==> src/rtl/hamming_secded_decoder.sv <==
// -----------------------------------------------------------------------------
// hamming_secded_decoder
//
// Serial-input decoder for the (16,11) extended Hamming SECDED code, even
// parity. Codeword bits arrive LSB first (bit 0 = overall parity, bits 1/2/4/8
// = check bits, remaining positions = data). The syndrome and overall parity
// are accumulated bit by bit. The completed word is captured into an
// evaluation stage, then corrected or flagged and loaded into a
// valid/ready-qualified output register one clock later.
//
// Ports
//   clk         system clock, rising edge
//   rst_n       asynchronous active-low reset
//   datain      serial codeword bit
//   din_valid   datain is sampled on this edge
//   data_out    corrected 11-bit data word
//   out_valid   data_out / err_single / err_double / syndrome are valid
//   out_ready   consumer accepts the word when out_valid && out_ready
//   err_single  single-bit error was corrected
//   err_double  uncorrectable double error detected
//   syndrome    raw syndrome of the held word
//   overrun     one-cycle pulse: a completed word was dropped
// -----------------------------------------------------------------------------
module hamming_secded_decoder (
   input  logic        clk,
   input  logic        rst_n,
   input  logic        datain,
   input  logic        din_valid,
   output logic [10:0] data_out,
   output logic        out_valid,
   input  logic        out_ready,
   output logic        err_single,
   output logic        err_double,
   output logic [3:0]  syndrome,
   output logic        overrun
);

   // Codeword positions of data_out[0] .. data_out[10].
   localparam logic [3:0] DATA_POS [0:10] = '{4'd3, 4'd5, 4'd6, 4'd7, 4'd9,
                                              4'd10, 4'd11, 4'd12, 4'd13,
                                              4'd14, 4'd15};

   // Receive state. Only data positions are stored: the check bits contribute
   // through the syndrome and parity accumulators and are never extracted.
   logic [3:0]  cnt_q,     cnt_d;
   logic [3:0]  syn_q,     syn_d;
   logic        par_q,     par_d;
   logic [10:0] rx_data_q, rx_data_d;

   // Evaluation stage, separate from the receive state so that the next word
   // can start on the edge right after bit 15.
   logic        ev_valid_q, ev_valid_d;
   logic [10:0] ev_data_q,  ev_data_d;
   logic [3:0]  ev_syn_q,   ev_syn_d;
   logic        ev_par_q,   ev_par_d;

   // Output register.
   logic [10:0] data_out_q;
   logic        out_valid_q, err_single_q, err_double_q, overrun_q;
   logic [3:0]  syndrome_q;

   logic [10:0] merged;
   logic [3:0]  syn_new;
   logic        par_new;
   logic [10:0] fixed_data;
   logic        load;

   always_comb begin
      // NOTE: every variable gets a default first, so no path can infer a latch.
      merged = rx_data_q;
      for (int j = 0; j < 11; j++) begin
         if (cnt_q == DATA_POS[j]) merged[j] = datain;
      end
      syn_new = syn_q ^ ({4{datain}} & cnt_q);
      par_new = par_q ^ datain;

      cnt_d      = cnt_q;
      syn_d      = syn_q;
      par_d      = par_q;
      rx_data_d  = rx_data_q;
      ev_valid_d = 1'b0;
      ev_data_d  = ev_data_q;
      ev_syn_d   = ev_syn_q;
      ev_par_d   = ev_par_q;

      if (din_valid) begin
         cnt_d = cnt_q + 4'd1;            // wraps 15 -> 0
         if (cnt_q == 4'd15) begin
            ev_valid_d = 1'b1;
            ev_data_d  = merged;
            ev_syn_d   = syn_new;
            ev_par_d   = par_new;
            syn_d      = 4'd0;
            par_d      = 1'b0;
            rx_data_d  = '0;
         end else begin
            syn_d     = syn_new;
            par_d     = par_new;
            rx_data_d = merged;
         end
      end
   end

   // Odd overall parity means a single error at position ev_syn_q; only data
   // positions need flipping since check bits are not part of data_out.
   always_comb begin
      fixed_data = ev_data_q;
      for (int j = 0; j < 11; j++) begin
         if (ev_par_q && (ev_syn_q == DATA_POS[j])) fixed_data[j] = ~ev_data_q[j];
      end
   end

   // A completed word may load when the register is empty or being consumed.
   assign load = ev_valid_q && (!out_valid_q || out_ready);

   always_ff @(posedge clk or negedge rst_n) begin
      // NOTE: all storage, including the data holding registers, is reset so a
      // partial word or a held word never survives reset.
      if (!rst_n) begin
         cnt_q        <= 4'd0;
         syn_q        <= 4'd0;
         par_q        <= 1'b0;
         rx_data_q    <= '0;
         ev_valid_q   <= 1'b0;
         ev_data_q    <= '0;
         ev_syn_q     <= 4'd0;
         ev_par_q     <= 1'b0;
         data_out_q   <= '0;
         out_valid_q  <= 1'b0;
         err_single_q <= 1'b0;
         err_double_q <= 1'b0;
         syndrome_q   <= 4'd0;
         overrun_q    <= 1'b0;
      end else begin
         // NOTE: non-blocking assignments so every register samples pre-edge values.
         cnt_q      <= cnt_d;
         syn_q      <= syn_d;
         par_q      <= par_d;
         rx_data_q  <= rx_data_d;
         ev_valid_q <= ev_valid_d;
         ev_data_q  <= ev_data_d;
         ev_syn_q   <= ev_syn_d;
         ev_par_q   <= ev_par_d;
         overrun_q  <= ev_valid_q && !load;
         if (load) begin
            data_out_q   <= fixed_data;
            err_single_q <= ev_par_q;
            err_double_q <= !ev_par_q && (ev_syn_q != 4'd0);
            syndrome_q   <= ev_syn_q;
            out_valid_q  <= 1'b1;
         end else if (out_ready) begin
            out_valid_q  <= 1'b0;
         end
      end
   end

   assign data_out   = data_out_q;
   assign out_valid  = out_valid_q;
   assign err_single = err_single_q;
   assign err_double = err_double_q;
   assign syndrome   = syndrome_q;
   assign overrun    = overrun_q;

endmodule

==> config.mk <==
export PLATFORM = sky130hd
export DESIGN_NAME = hamming_secded_decoder
export DESIGN_NICKNAME = d
export VERILOG_FILES = /design/src/rtl/hamming_secded_decoder.sv
export SDC_FILE = /design/constraint.sdc
export NUM_CORES = 1
export LEC_CHECK = 0
export CORE_AREA = 4 4 82 84
export CTS_CLUSTER_SIZE = 8
export DETAILED_ROUTE_END_ITERATION = 16
export DIE_AREA = 0 0 86 88
export PLACE_DENSITY = 0.63
export SYNTH_ARGS = -nofsm -noshare
export SYNTH_HDL_FRONTEND = slang
export SYNTH_SLANG_ARGS = --single-unit
==> constraint.sdc <==
create_clock -name clk -period 1.9 [get_ports clk]
set_input_delay 0.57 -clock clk [delete_from_list [all_inputs] [get_ports clk]]
set_output_delay 0.57 -clock clk [all_outputs]
set_load 0.02 [all_outputs]
# After elaboration in Yosys (flattened, before gate mapping)
# Cells that the tools add are included.
# totals
reg_bits,56
inputBits,5
word_cells,101
output_inout_bits,19
# op_classes
n_mux,29
bitwise_logic,14
n_addsub,1
reduce_logical,21
eq_ne,22
# op_table
cell,n
$eq A4 B4 Y1 const B,14
$mux W1,27
$eq A4 B3 Y1 const B,6
$logic_and A1 B1 Y1,14
$mux W11,1
$not A1 Y1,11
$eq A4 B2 Y1 const B,2
$add A4 B1 Y4 const B,1
$and A4 B4 Y4,1
$mux W4,1
$reduce_bool A4 Y1,1
$xor A4 B4 Y4,1
$logic_not A1 Y1,3
$reduce_and A2 Y1,1
$reduce_bool A2 Y1,1
$logic_or A1 B1 Y1,1
$xor A1 B1 Y1,1

# Logic depth before layout (Yosys ltp)
# Gate-level depths: netlist of the first run.
# depth
ltp_word,5
mapped_depth,7

# Worst setup path after synthesis of the first run
# OpenSTA, ideal clock, no wires.
# synth_timing
kind,register to register
from,register cnt_q[0]
to,register rx_data_q[2]
arrival_time_ps,1399
setup_ps,121
path_stages_with_launch,7
n_path_buf,2
t_required_ps,1779
slack_ps,380
cell_sequence,dfrtp_1 -> ha_1 -> buf_2 -> and3_1 -> clkbuf_1 -> o21ai_0 -> a22o_1
# synth_between
elab_chain_len,3
word_cells_on_any_way,4
classes_between,eq/ne (2); mux (2)
# synth_rtl
item,line_no,rtl
"start, declared",45,"logic [3:0] cnt_q, cnt_d;"
"start signal, assigned",136,cnt_q <= cnt_d;
$eq A4 B3 Y1,72,if (cnt_q == DATA_POS[j]) merged[j] = datain;
$mux W1,72,
$mux W11 (*),88,if (cnt_q == 4'd15) begin
"end signal, assigned",139,rx_data_q <= rx_data_d;
"end, declared",48,"logic [10:0] rx_data_q, rx_data_d;"
# Every way passes the cells marked *; elsewhere a longest branch is shown, timed or not.
# A chain may end at the register's enable or synchronous reset.

# Worst setup path after layout of the first run
# layout_timing
from,"register data_out_q[10], in the netlist data_out[10]"
to,output port data_out[10]
# layout_rtl
item,line_no,rtl
"start, declared",58,logic [10:0] data_out_q;
"start signal, assigned",146,data_out_q <= fixed_data;
"end, declared",29,"output logic [10:0] data_out,"
# No word-level cell between the ends.

==> results.yml, run 1 <==
run_status:
  run_status: "finished clean"
setup_path:
  cp_top_family: "buffers and inverters"
  reg2reg_slack_ps: 240
  cp_slowest_cell: "clkdlybuf4s50_1"
  critPathCaptureType: "primary output"
  critPathMaxStageDelay_ps: 600
  worstPathMaxFanout: 2
  startpoint_type: "register"
  cp_data_arrival_time_ps: 1260
  crit_chain: "clkdlybuf4s50_1"
  crit_required_ps: 1330
  critPathBufInv: 1
  reg2reg_depth: 4
  worstSetupPathType: "register to primary output"
  reg2reg_from: "cnt_q[0]"
  r2r-end: "rx_data_q[2]"
global_route:
  grt_pass1_wl_mm: 8.49
  grt_pass1_vias: 1744
  antenna_found_initial: 0
  gr-total-overflow: 0
  track_usage_pct: 14.2
  grt_max_degree: 56
detailed_routing:
  wl_met1_mm: 2.32
  drc: 0
  via_per_inst: 5.16
  vias: 1828
  wl_met2_mm: 2.22
  wl_per_cell_microns: 13.5
  dr.pass1.iters: 4
  wl_mm: 4.78
  drt_iter0_drc: 62
  topRoutingLayerUsed: "met4"
  ant_nets: 0
  wl_met3_microns: 188
power_and_ir_drop:
  pwr-share-seq_pct: 43.7
  internal_power_w: 0.00301
  net-switching-power_w: 0.00175
  p_leak_nw: 1.42
  clockPowerShare_pct: 16.6
  power_density_nw_per_um2: 1540
  total_power_w: 0.00476
  ir_drop_v: 0.000777
  comb_power_share_pct: 39.7
  sw_frac_of_total_pct: 36.7
sta:
  hold_viol_final: 0
  timing.final.ws_setup_ps: 71.6
  setup_viol: 0
  rsz0062_at_grt: "false"
  maxSlewViolCount: 0
  layout_min_cycle_time_ps: 1830
  clock.fmax_ghz: 0.547
  slew_headroom_pct: 75.8
  clock_skew_ps: 2.91
  post-route-period-util_pct: 96.2
  tightest_slew_ps: 363
  tns_ps: 0
synthesis:
  synth_seq_area_share_pct: 52.7
  syn_avg_cell_area_sq_um: 10.3
  syn_nets: 263
  ys_warn_count: 0
  synthDistinctLibCells: 37
  netlist.area_leader.share_pct: 52.7
  netlist_area_sq_um: 2610
  synthFlopType: "dfrtp_1"
  synth_seq_cells: 55
  synth_edf_count: 0
  syn_inst: 254
  yosys.area.top_type: "dfrtp_1"
  postSynth.asyncResetShare_pct: 100
  synth_area_leaders: "dfrtp_1, mux2_2, o21ai_0"
clock_tree:
  clockBufferDepth: 2
  cts_setup_buffers: 0
  clkTransAtPathRegs_ps: 90
  cts.repair.resized: 0
  clock_sinks: 55
  clockRootBuffer: "clkbuf_8"
  cts_max_level: 2
  cts_hold_buf: 0
  tritoncts: "yes"
  numCtsBuffers: 5
  clk_latency_ps: 300
floorplanning:
  start_util_pct: 44.1
  fp.dieW_microns: 86
  ios: 24
  coreArea_sq_um: 5920
  die-area_sq_um: 7570
  die_h_microns: 88
  num_rows: 28
placed_design:
  io_buffers: 23
  hpwl_mm: 3.50
  gp_congestion: 0.775
  place_ws_ps: -68.7
finish:
  area_growth_pct: 18.2
  diodes: 0
  final_common_cell: "dfrtp_1"
  nNetsFinal: 287
  drive_above_1_share_pct: 12.9
  layout_common_cells: "dfrtp_1, o21ai_0, nand2_1"
job:
  drv_cap: 0
worst_hold_path:
  hp-class: "input pin to asynchronous set/reset pin"
[per-stage QoR]
| stage | cell area (sq um) | instances | hold slack [ps] | utilization (%) |
|---|---|---|---|---|
| after floorplan | 2610 | 254 | 274 | - |
| after global placement | 2970 | 346 | 472 | 50.1 |
| after detailed placement | 2970 | 346 | 475 | 50.1 |
| after CTS | 3080 | 354 | 260 | 52.1 |
| after global routing | 3090 | 354 | 278 | 52.2 |
| final | 3090 | 354 | 255 | 52.2 |
[how the worst max path moves through the flow]
stage | start | to | slack [ps] | cells past startpoint
after detailed placement | out_ready | err_single | -70 | 4
after global placement | out_ready | syndrome[1] | -40 | 4
after global routing | data_out[3] | data_out[3] | 7 | 1
final | data_out[10] | data_out[10] | 70 | 1
after CTS | err_double | err_double | 30 | 1
after floorplan | cnt_q[0] | rx_data_q[2] | 380 | 6
[Yosys cell counts, types with 4 or more instances]
master / count
nor2_1: 4
o21ai_0: 26
mux2_2: 12
a31oi_1: 11
xnor2_1: 6
nand2b_1: 4
clkbuf_1: 7
dfrtp_1: 55
nand2_1: 22
and4b_1: 4
ha_1: 4
buf_2: 10
mux2i_1: 8
o22ai_1: 7
nand3b_1: 4
or3_1: 7
inv_1: 12
a21oi_1: 17
nand3_1: 9
[routing by layer]
layer | vias to the layer above | track usage (%)
met5 | - | 0
li1 | 958 | -
met1 | 833 | 19.1
met3 | 5 | 3.10
met2 | 32 | 23.3
met4 | 0 | 3.45
[power by group through the flow]
stage | registers (W) | clock network (W) | logic (W)
floorplan | 0.00218 | 0 | 0.00112
global placement | 0.00209 | 0 | 0.00190
CTS | 0.00209 | 0.000814 | 0.00193
global route | 0.00218 | 0.000861 | 0.00211
finish | 0.00208 | 0.000788 | 0.00189
detailed placement | 0.00211 | 0 | 0.00193
[cell type report]
type | count | area, sq um
clock inverters | 2 | 35.0
clock buffers | 6 | 82.6
multi-input cells | 169 | 1110
inverters | 12 | 45.0
fillers | 536 | 2830
flip-flops and latches | 55 | 1380
repair buffers | 35 | 345
well taps | 75 | 93.8
[registers in the layout, summed over array words and instances (netlist names), 4 cells and up]
name / flops
cnt_q: 4
data_out: 11
ev_data_q: 11
ev_syn_q: 4
rx_data_q: 10
syn_q: 4
syndrome: 4
[logic make-up after synthesis]
group | synth area share (%)
and+or+nand+nor | 15.0
AOI/OAI and AO/OA | 14.7
DFF | 52.7
buffers and inverters | 4.83
muxes | 8.23
xor gates and xnor gates | 2.68
adders and majority gates | 1.91
No activity file was read; power rests on OpenSTA's default activity.
==> inputs of run 2 (changes only) <==
--- a/config.mk
+++ b/config.mk
@@ -5,10 +5,10 @@
 export SDC_FILE = /design/constraint.sdc
 export NUM_CORES = 1
 export LEC_CHECK = 0
-export CORE_AREA = 4 4 82 84
+export CORE_AREA = 5 5 83 85
 export CTS_CLUSTER_SIZE = 8
 export DETAILED_ROUTE_END_ITERATION = 16
-export DIE_AREA = 0 0 86 88
+export DIE_AREA = 0 0 88 90
 export PLACE_DENSITY = 0.63
 export SYNTH_ARGS = -nofsm -noshare
 export SYNTH_HDL_FRONTEND = slang
==> results.yml, run 2 (same netlist as run 1, synthesis figures left out) <==
setup_path:
  cp_slowest_cell: "clkdlybuf4s50_1"
  cp_data_arrival_time_ps: 1290
  worstPathMaxFanout: 2
  critPathBufInv: 1
  critPathMaxStageDelay_ps: 610
  cp_top_family: "buffers and inverters"
  startpoint_type: "register"
  worstSetupPathType: "register to primary output"
  crit_required_ps: 1330
  crit_chain: "clkdlybuf4s50_1"
  critPathCaptureType: "primary output"
floorplanning:
  die_h_microns: 90
  die-area_sq_um: 7920
  start_util_pct: 42.6
  ios: 24
  num_rows: 29
  coreArea_sq_um: 6130
  fp.dieW_microns: 88
clock_tree:
  clockRootBuffer: "clkbuf_8"
  clkTransAtPathRegs_ps: 110
  cts_max_level: 2
  tritoncts: "yes"
  cts_hold_buf: 0
  clockBufferDepth: 2
  clock_sinks: 55
  clk_latency_ps: 310
  numCtsBuffers: 5
global_route:
  grt_max_degree: 56
  gr-total-overflow: 0
  grt_pass1_wl_mm: 8.53
  track_usage_pct: 13.3
  antenna_found_initial: 0
  grt_pass1_vias: 1782
finish:
  area_growth_pct: 19.3
  diodes: 0
  layout_common_cells: "dfrtp_1, o21ai_0, nand2_1"
  nNetsFinal: 287
  stdcell_count: 356
  nFillCells: 570
  final_common_cell: "dfrtp_1"
  drive_above_1_share_pct: 12.9
  utilization_pct: 50.8
job:
  drv_cap: 0
power_and_ir_drop:
  ir_drop_v: 0.000635
  net-switching-power_w: 0.00179
  pwr-share-seq_pct: 42.9
  comb_power_share_pct: 38.4
  sw_frac_of_total_pct: 36.6
  clockPowerShare_pct: 18.7
  power_density_nw_per_um2: 1570
  internal_power_w: 0.00310
  p_leak_nw: 1.45
sta:
  clock_skew_ps: 10.6
  setup_viol: 0
  layout_min_cycle_time_ps: 1860
  hold_viol_final: 0
  post-route-period-util_pct: 98.1
  tns_ps: 0
  tightest_slew_ps: 426
  clock.fmax_ghz: 0.537
  rsz0062_at_grt: "false"
  maxSlewViolCount: 0
  slew_headroom_pct: 71.6
placed_design:
  hpwl_mm: 3.56
  gp_congestion: 0.773
  io_buffers: 23
  placed_cells_incl_taps: 348
detailed_routing:
  via_per_inst: 5.19
  wl_mm: 4.97
  dr.pass1.iters: 4
  ant_nets: 0
  vias: 1849
  drt_iter0_drc: 101
  drc: 0
  wl_per_cell_microns: 14.0
run_status:
  run_status: "finished clean"
worst_hold_path:
  hp-class: "input pin to asynchronous set/reset pin"
run 2: changes by cell type in the layout (fill, tap and decap cells not counted), sizes merged:
cell           change
clkbuf             -1
clkdlybuf4s50      -3
dlymetal6s2s       +3
clkinv             -1
clkinvlp           +1
bufinv             +1
run 2: layout make-up:
class	count	area, sq um	area share [%]
Sequential cell	55	1380	44.1
Multi-Input combinational cell	169	1110	35.6
Timing Repair Buffer	35	353	11.3
Tap cell	77	96.3	3.09
Clock buffer	5	68.8	2.21
Clock inverter	3	67.6	2.17
Inverter	12	45.0	1.44
run 2: path summary, 6_finish.rpt:
kind                       slack (ps)      endpoint         from  depth (start not counted)
min reg2reg                       490         par_q        par_q                          1
min in group clk                  490         par_q        par_q                          1
max reg2reg                       310  rx_data_q[2]     cnt_q[0]                          4
min                               240   data_out[6]        rst_n                          2
max                                40   syndrome[1]  syndrome[1]                          1
max in group asynchronous        1410      syn_q[1]        rst_n                          2
run 2: layer usage:
| layer | vias to the layer above | routed length [microns] | track usage, % |
|---|---|---|---|
| li1 | 955 | - | - |
| met1 | 860 | 2350 | 18.1 |
| met2 | 26 | 2340 | 21.0 |
| met3 | 8 | 211 | 3.02 |
| met4 | 0 | 72 | 4.22 |
| met5 | - | 0 | 0 |
run 2: repair_timing:
action | CTS | global route
buffers inserted | 0 | 0
resized for setup | 0 | 5
endpoints found under the setup margin | 0 | 5
run 2: through the flow:
stage                     total power [W]  area (sq um)  setup WS, ps  hold WS [ps]
final                             0.00490          3120          36.4           244
after global routing              0.00527          3120         0.676           264
after CTS                         0.00496          3110          18.6           254
after detailed placement          0.00404          2970         -48.3           480
after global placement            0.00398          2970         -40.9           468
after floorplan                   0.00329          2610           380           274
run 2: power by group through the flow:
stage               combinational (W)  sequential (W)  clock, W
global route                  0.00210         0.00219  0.000985
floorplan                     0.00112         0.00218         0
global placement              0.00188         0.00210         0
CTS                           0.00192         0.00210  0.000935
finish                        0.00188         0.00210  0.000915
detailed placement            0.00192         0.00213         0
==> RTL change 1, RTL diff (config.mk and constraints of run 2) <==
`rx_data_q` no longer has a reset.
--- a/src/rtl/hamming_secded_decoder.sv
+++ b/src/rtl/hamming_secded_decoder.sv
@@ -122,3 +122,2 @@
          par_q        <= 1'b0;
-         rx_data_q    <= '0;
          ev_valid_q   <= 1'b0;
@@ -138,3 +137,2 @@
          par_q      <= par_d;
-         rx_data_q  <= rx_data_d;
          ev_valid_q <= ev_valid_d;
@@ -156,2 +154,6 @@
 
+   always_ff @(posedge clk) begin
+      rx_data_q <= rx_data_d;
+   end
+
    assign data_out   = data_out_q;
Function: same outputs for any inputs over 10 cycles, from zero or initial values and one cycle with rst_n low; that may be too few to reach the edited logic, so the function may still have changed.
==> RTL change 1 against run 2 <==
  * Die area stayed put
  * Sequential cell count unchanged
  * Largest power group unchanged
  * Power down 6.1%
  * Highest routed layer unchanged
  * Setup slack improved by 25 ps
  * Final area fell by 2.7%
  * Clock power shrank 24%
  * Synthesized area shrank 2.6%
  * Wire length shrank 0.86%
==> RTL change 1: results (changes against run 2) <==
- Total placed cells including tap cells: 335 (was 348)
- Status: completed (unchanged)
- Maximum VDD drop: 0.665 mV (was 0.635 mV)
- DP HPWL: 3670 um (was 3560 um)
- Syn Nets: 245 (was 263)
- CP max stage cell: clkdlybuf4s50_1 (unchanged)
- Slew margin rel.: 0.656 (was 0.716)
- Compound-Gate Fraction of Synth Area: 0.138 (was 0.147)
- All-Layer GR Usage: 0.138 (was 0.133)
- Clock Path Buffers: 2 (unchanged)
- # diodes: 0 (unchanged)
- Adder-cell share of the synthesized area: 0.0197 (was 0.0191)
- Reg2reg end: ev_data_q[3]$_DFFE_PN0P_ (was rx_data_q[2]$_DFFE_PN0P_)
- Area contributors post-synth: dfrtp_1 44%, edfxtp_1 12%, mux2_2 4.9% (was dfrtp_1 53%, mux2_2 5.2%, o21ai_0 5.0%)
- Clock transition at the registers of the reported paths: 90 ps (was 110 ps)
- Pleak: 1.38 nW (was 1.45 nW)
- DR iter-0 viols: 96 (was 101)
- NumNets Final: 274 (was 287)
- Largest net degree at the start of global routing: 30 (was 56)
- DR pass1 iterations: 4 (unchanged)
- EDFF count, synth: 10 (was 0)
- Commonest cells post-synth: 45 x dfrtp_1, 23 x o21ai_0, 20 x nand2_1, 17 x a21oi_1 (was 55 x dfrtp_1, 26 x o21ai_0, 22 x nand2_1, 17 x a21oi_1)
- Share of cells above drive strength 1: 0.128 (was 0.129)
- Yosys warns: 0 (unchanged)
- Post-synth ARST share: 0.818 (was 1.00)
- Count of cell types in the netlist: 37 (unchanged)
- Post-synthesis xor/xnor area fraction: 0.0275 (was 0.0268)
- Setup Skew: 7.95 ps (was 10.6 ps)
- Reg2Reg Setup Slack: 250 ps (was 310 ps)
- Drt total wl: 4930 um (was 4970 um)
- First-pass GRT wire length: 8780 um (was 8530 um)
- RePlAce Congestion: 0.757 (was 0.773)
- Cell Area, Placed: 2930 um^2 (was 2970 um^2)
- Sequential fraction of the synthesis area: 0.560 (was 0.527)
- Vias per cell: 5.29 (was 5.19)
- Mux share of post-synthesis cell area: 0.0762 (was 0.0823)
- Routed wire per std cell: 14.4 um (was 14.0 um)
- Fill cells: 564 (was 570)
- Post-CTS Setup Repair Bufs: 0 (unchanged)
- Initial antenna violation count: 0 (unchanged)
- Reg2reg start: cnt_q[0]$_DFFE_PN0P_ (unchanged)
- Avg Cell Area, Syn: 10.8 um^2 (was 10.3 um^2)
RTL change 1: cell count changes in the layout (fill, tap and decap cells not counted), sizes merged, moves of 3 or more:
cell    before  now
nand3        9    4
dfrtp       55   45
clkbuf       5    8
o22ai        7    4
nor2         4   11
edfxtp       0   10
o21ai       26   23
RTL change 1: cells by family after synthesis:
| kind of cell | count (synthesis) |
|---|---|
| DFF | 55 |
| and+or+nand+nor | 66 |
| adders and majority gates | 4 |
| buffers and inverters | 23 |
| AOI/OAI and AO/OA | 62 |
| xor gates and xnor gates | 8 |
| muxes | 18 |
RTL change 1: cell type report:
type	count	area share
timing repair buffer	35	0.115
clock buffer	8	0.0330
tap	77	0.0318
inverter	10	0.0124
multi-input combinational	158	0.338
sequential	55	0.470
RTL change 1: routing by layer:
metal	vias to the layer above	global-route usage	routed length [um]
li1	907	-	-
met1	859	0.196	2330
met2	39	0.210	2320
met3	9	0.0311	218
met4	0	0.0384	65
met5	-	0	0
RTL change 1: where the power goes:
| group | switching (W) | total (W) | internal, W |
|---|---|---|---|
| Sequential | 0.000450 | 0.00215 | 0.00170 |
| Combinational | 0.000906 | 0.00176 | 0.000857 |
| Clock | 0.000357 | 0.000691 | 0.000333 |
| Total | 0.00171 | 0.00460 | 0.00289 |
RTL change 1: repair_timing:
item | in CTS | in global routing
endpoints found under the hold margin | 0 | 0
gates resized for setup | 0 | 3
endpoints found under the setup margin | 0 | 3
RTL change 1: how the worst max path moves through the flow:
stage	startpoint	to	slack, ps	depth (start not counted)
after floorplan	out_ready	err_double$_DFFE_PN0P_	440	4
after global placement	out_ready	syndrome[0]$_DFFE_PN0P_	-50	4
after detailed placement	out_ready	err_double$_DFFE_PN0P_	-60	4
after CTS	err_double$_DFFE_PN0P_	err_double	20	1
after global routing	syndrome[1]$_DFFE_PN0P_	syndrome[1]	1	1
final	data_out[2]$_DFFE_PN0P_	data_out[2]	60	1
RTL change 1: through the flow:
stage	TNS, ps	util	hold WS, ps	setup WS (ps)
floorplan	0	-	274	441
global placement	-274	0.477	475	-45.9
detailed placement	-331	0.477	494	-61.5
CTS	0	0.493	198	21.8
global route	0	0.495	212	1.48
finish	0	0.495	194	61.3
==> RTL change 2, RTL diff (config.mk and constraints of run 2) <==
Without the edit above. Make the reset (`rst_n`) synchronous in one clocked block. Comments in the files are not updated.
--- a/src/rtl/hamming_secded_decoder.sv
+++ b/src/rtl/hamming_secded_decoder.sv
@@ -115,3 +115,3 @@
 
-   always_ff @(posedge clk or negedge rst_n) begin
+   always_ff @(posedge clk) begin
       // NOTE: all storage, including the data holding registers, is reset so a
Function: no difference found for any inputs over 10 cycles, from zero or initial values and one cycle with rst_n low; that may be too few to reach the edited logic, so the function may still have changed.
==> RTL change 2 against run 2 <==
  * Critical path depth unchanged
  * Setup slack improved by 15 ps
  * Final area decreased by 7.8%
  * Sequential cell count unchanged
  * Register-to-register slack improved by 20 ps
  * Wire length increased by 3.8%
  * Synthesized area decreased by 6.3%
  * Critical endpoint is now data_out[3]
Power is not compared: it rests on default switching activity, and its combinational part moved more than twofold at a synthesized area within 25%.
==> RTL change 2: results (changes against run 2) <==
- M1 GR Usage: 0.206 (was 0.181)
- Syn Nets: 284 (was 263)
- Drt total wl: 5160 um (was 4970 um)
- RePlAce Congestion: 0.760 (was 0.773)
- Setup Skew: 8.77 ps (was 10.6 ps)
- Count of cell types in the netlist: 38 (was 37)
- First-pass GRT wire length: 9270 um (was 8530 um)
- Reg2reg end: rx_data_q[0]$_SDFFE_PN0P_ (was rx_data_q[2]$_DFFE_PN0P_)
- Cell Area, Placed: 2790 um^2 (was 2970 um^2)
- Reg2reg start: cnt_q[0]$_SDFFE_PN0P_ (was cnt_q[0]$_DFFE_PN0P_)
- Metal3 WL: 220 um (was 211 um)
- Min-Delay Path Class: reg2reg (was in2async)
- Critical Path Source: data_out[3]$_SDFFE_PN0P_ (was syndrome[1]$_DFFE_PN0P_)
- NumNets Final: 305 (was 287)
- DP HPWL: 3630 um (was 3560 um)
- Sequential fraction of the synthesis area: 0.450 (was 0.527)
- Vias per cell: 5.32 (was 5.19)
- Largest net degree at the start of global routing: 33 (was 56)
- Met2 Resource Use GR: 0.213 (was 0.210)
- Share of cells above drive strength 1: 0.0811 (was 0.129)
- Met3 Usage GRT: 0.0329 (was 0.0302)
- Commonest cells post-synth: 55 x dfxtp_1, 35 x o21ai_0, 28 x a21oi_1, 16 x nand2_1, 13 x nand3_1 (was 55 x dfrtp_1, 26 x o21ai_0, 22 x nand2_1, 17 x a21oi_1)
- Crit path to: data_out[3] (was syndrome[1])
- Status: completed (unchanged)
- Area contributors post-synth: dfxtp_1 45%, o21ai_0 7.2%, a21oi_1 5.7% (was dfrtp_1 53%, mux2_2 5.2%, o21ai_0 5.0%)
- Met2 WL: 2330 um (was 2340 um)
- Pre-CTS WS: -116 ps (was -48.3 ps)
- All-Layer GR Usage: 0.142 (was 0.133)
[RTL change 2: changes by cell type in the layout (fill, tap and decap cells not counted), moves of 8 or more]
cell,delta
a21oi_1,+11
a311oi_1,+11
dfrtp_1,-55
dfxtp_1,+55
inv_1,-8
mux2_2,-12
nor2_1,+8
o21ai_0,+9
[RTL change 2: area by class of cell]
class,count,area (um^2)
Clock buffer,6,72.6
Tap cell,77,96.3
Timing Repair Buffer,35,360
Fill cell,621,3260
Sequential cell,55,1100
Multi-Input combinational cell,193,1210
Clock inverter,2,12.5
Inverter,5,18.8
[RTL change 2: timing repair]
action / 4_1_cts / 5_1_grt
setup buffers: 0 / 0
setup endpoints to repair: 0 / 1
resized for setup: 0 / 1
[RTL change 2: per-stage QoR]
stage / instances / utilization
global placement: 365 / 0.455
global route: 373 / 0.469
detailed placement: 365 / 0.455
CTS: 373 / 0.468
floorplan: 274 / -
finish: 373 / 0.469
[RTL change 2: power groups by stage]
| stage | sequential, W | clock [W] | combinational, W |
|---|---|---|---|
| CTS | 0.00122 | 0.000645 | 0.000151 |
| global placement | 0.00124 | 0 | 0.000147 |
| detailed placement | 0.00125 | 0 | 0.000150 |
| finish | 0.00122 | 0.000631 | 0.000148 |
| floorplan | 0.00124 | 0 | 0.000106 |
| global route | 0.00123 | 0.000694 | 0.000170 |
[RTL change 2: cell families after synthesis]
logic type	count (synthesis)	synth area share
xor gates and xnor gates	8	0.0286
muxes	12	0.0491
adders and majority gates	5	0.0255
AOI/OAI and AO/OA	91	0.220
and+or+nand+nor	77	0.173
buffers and inverters	26	0.0547
DFF	55	0.450
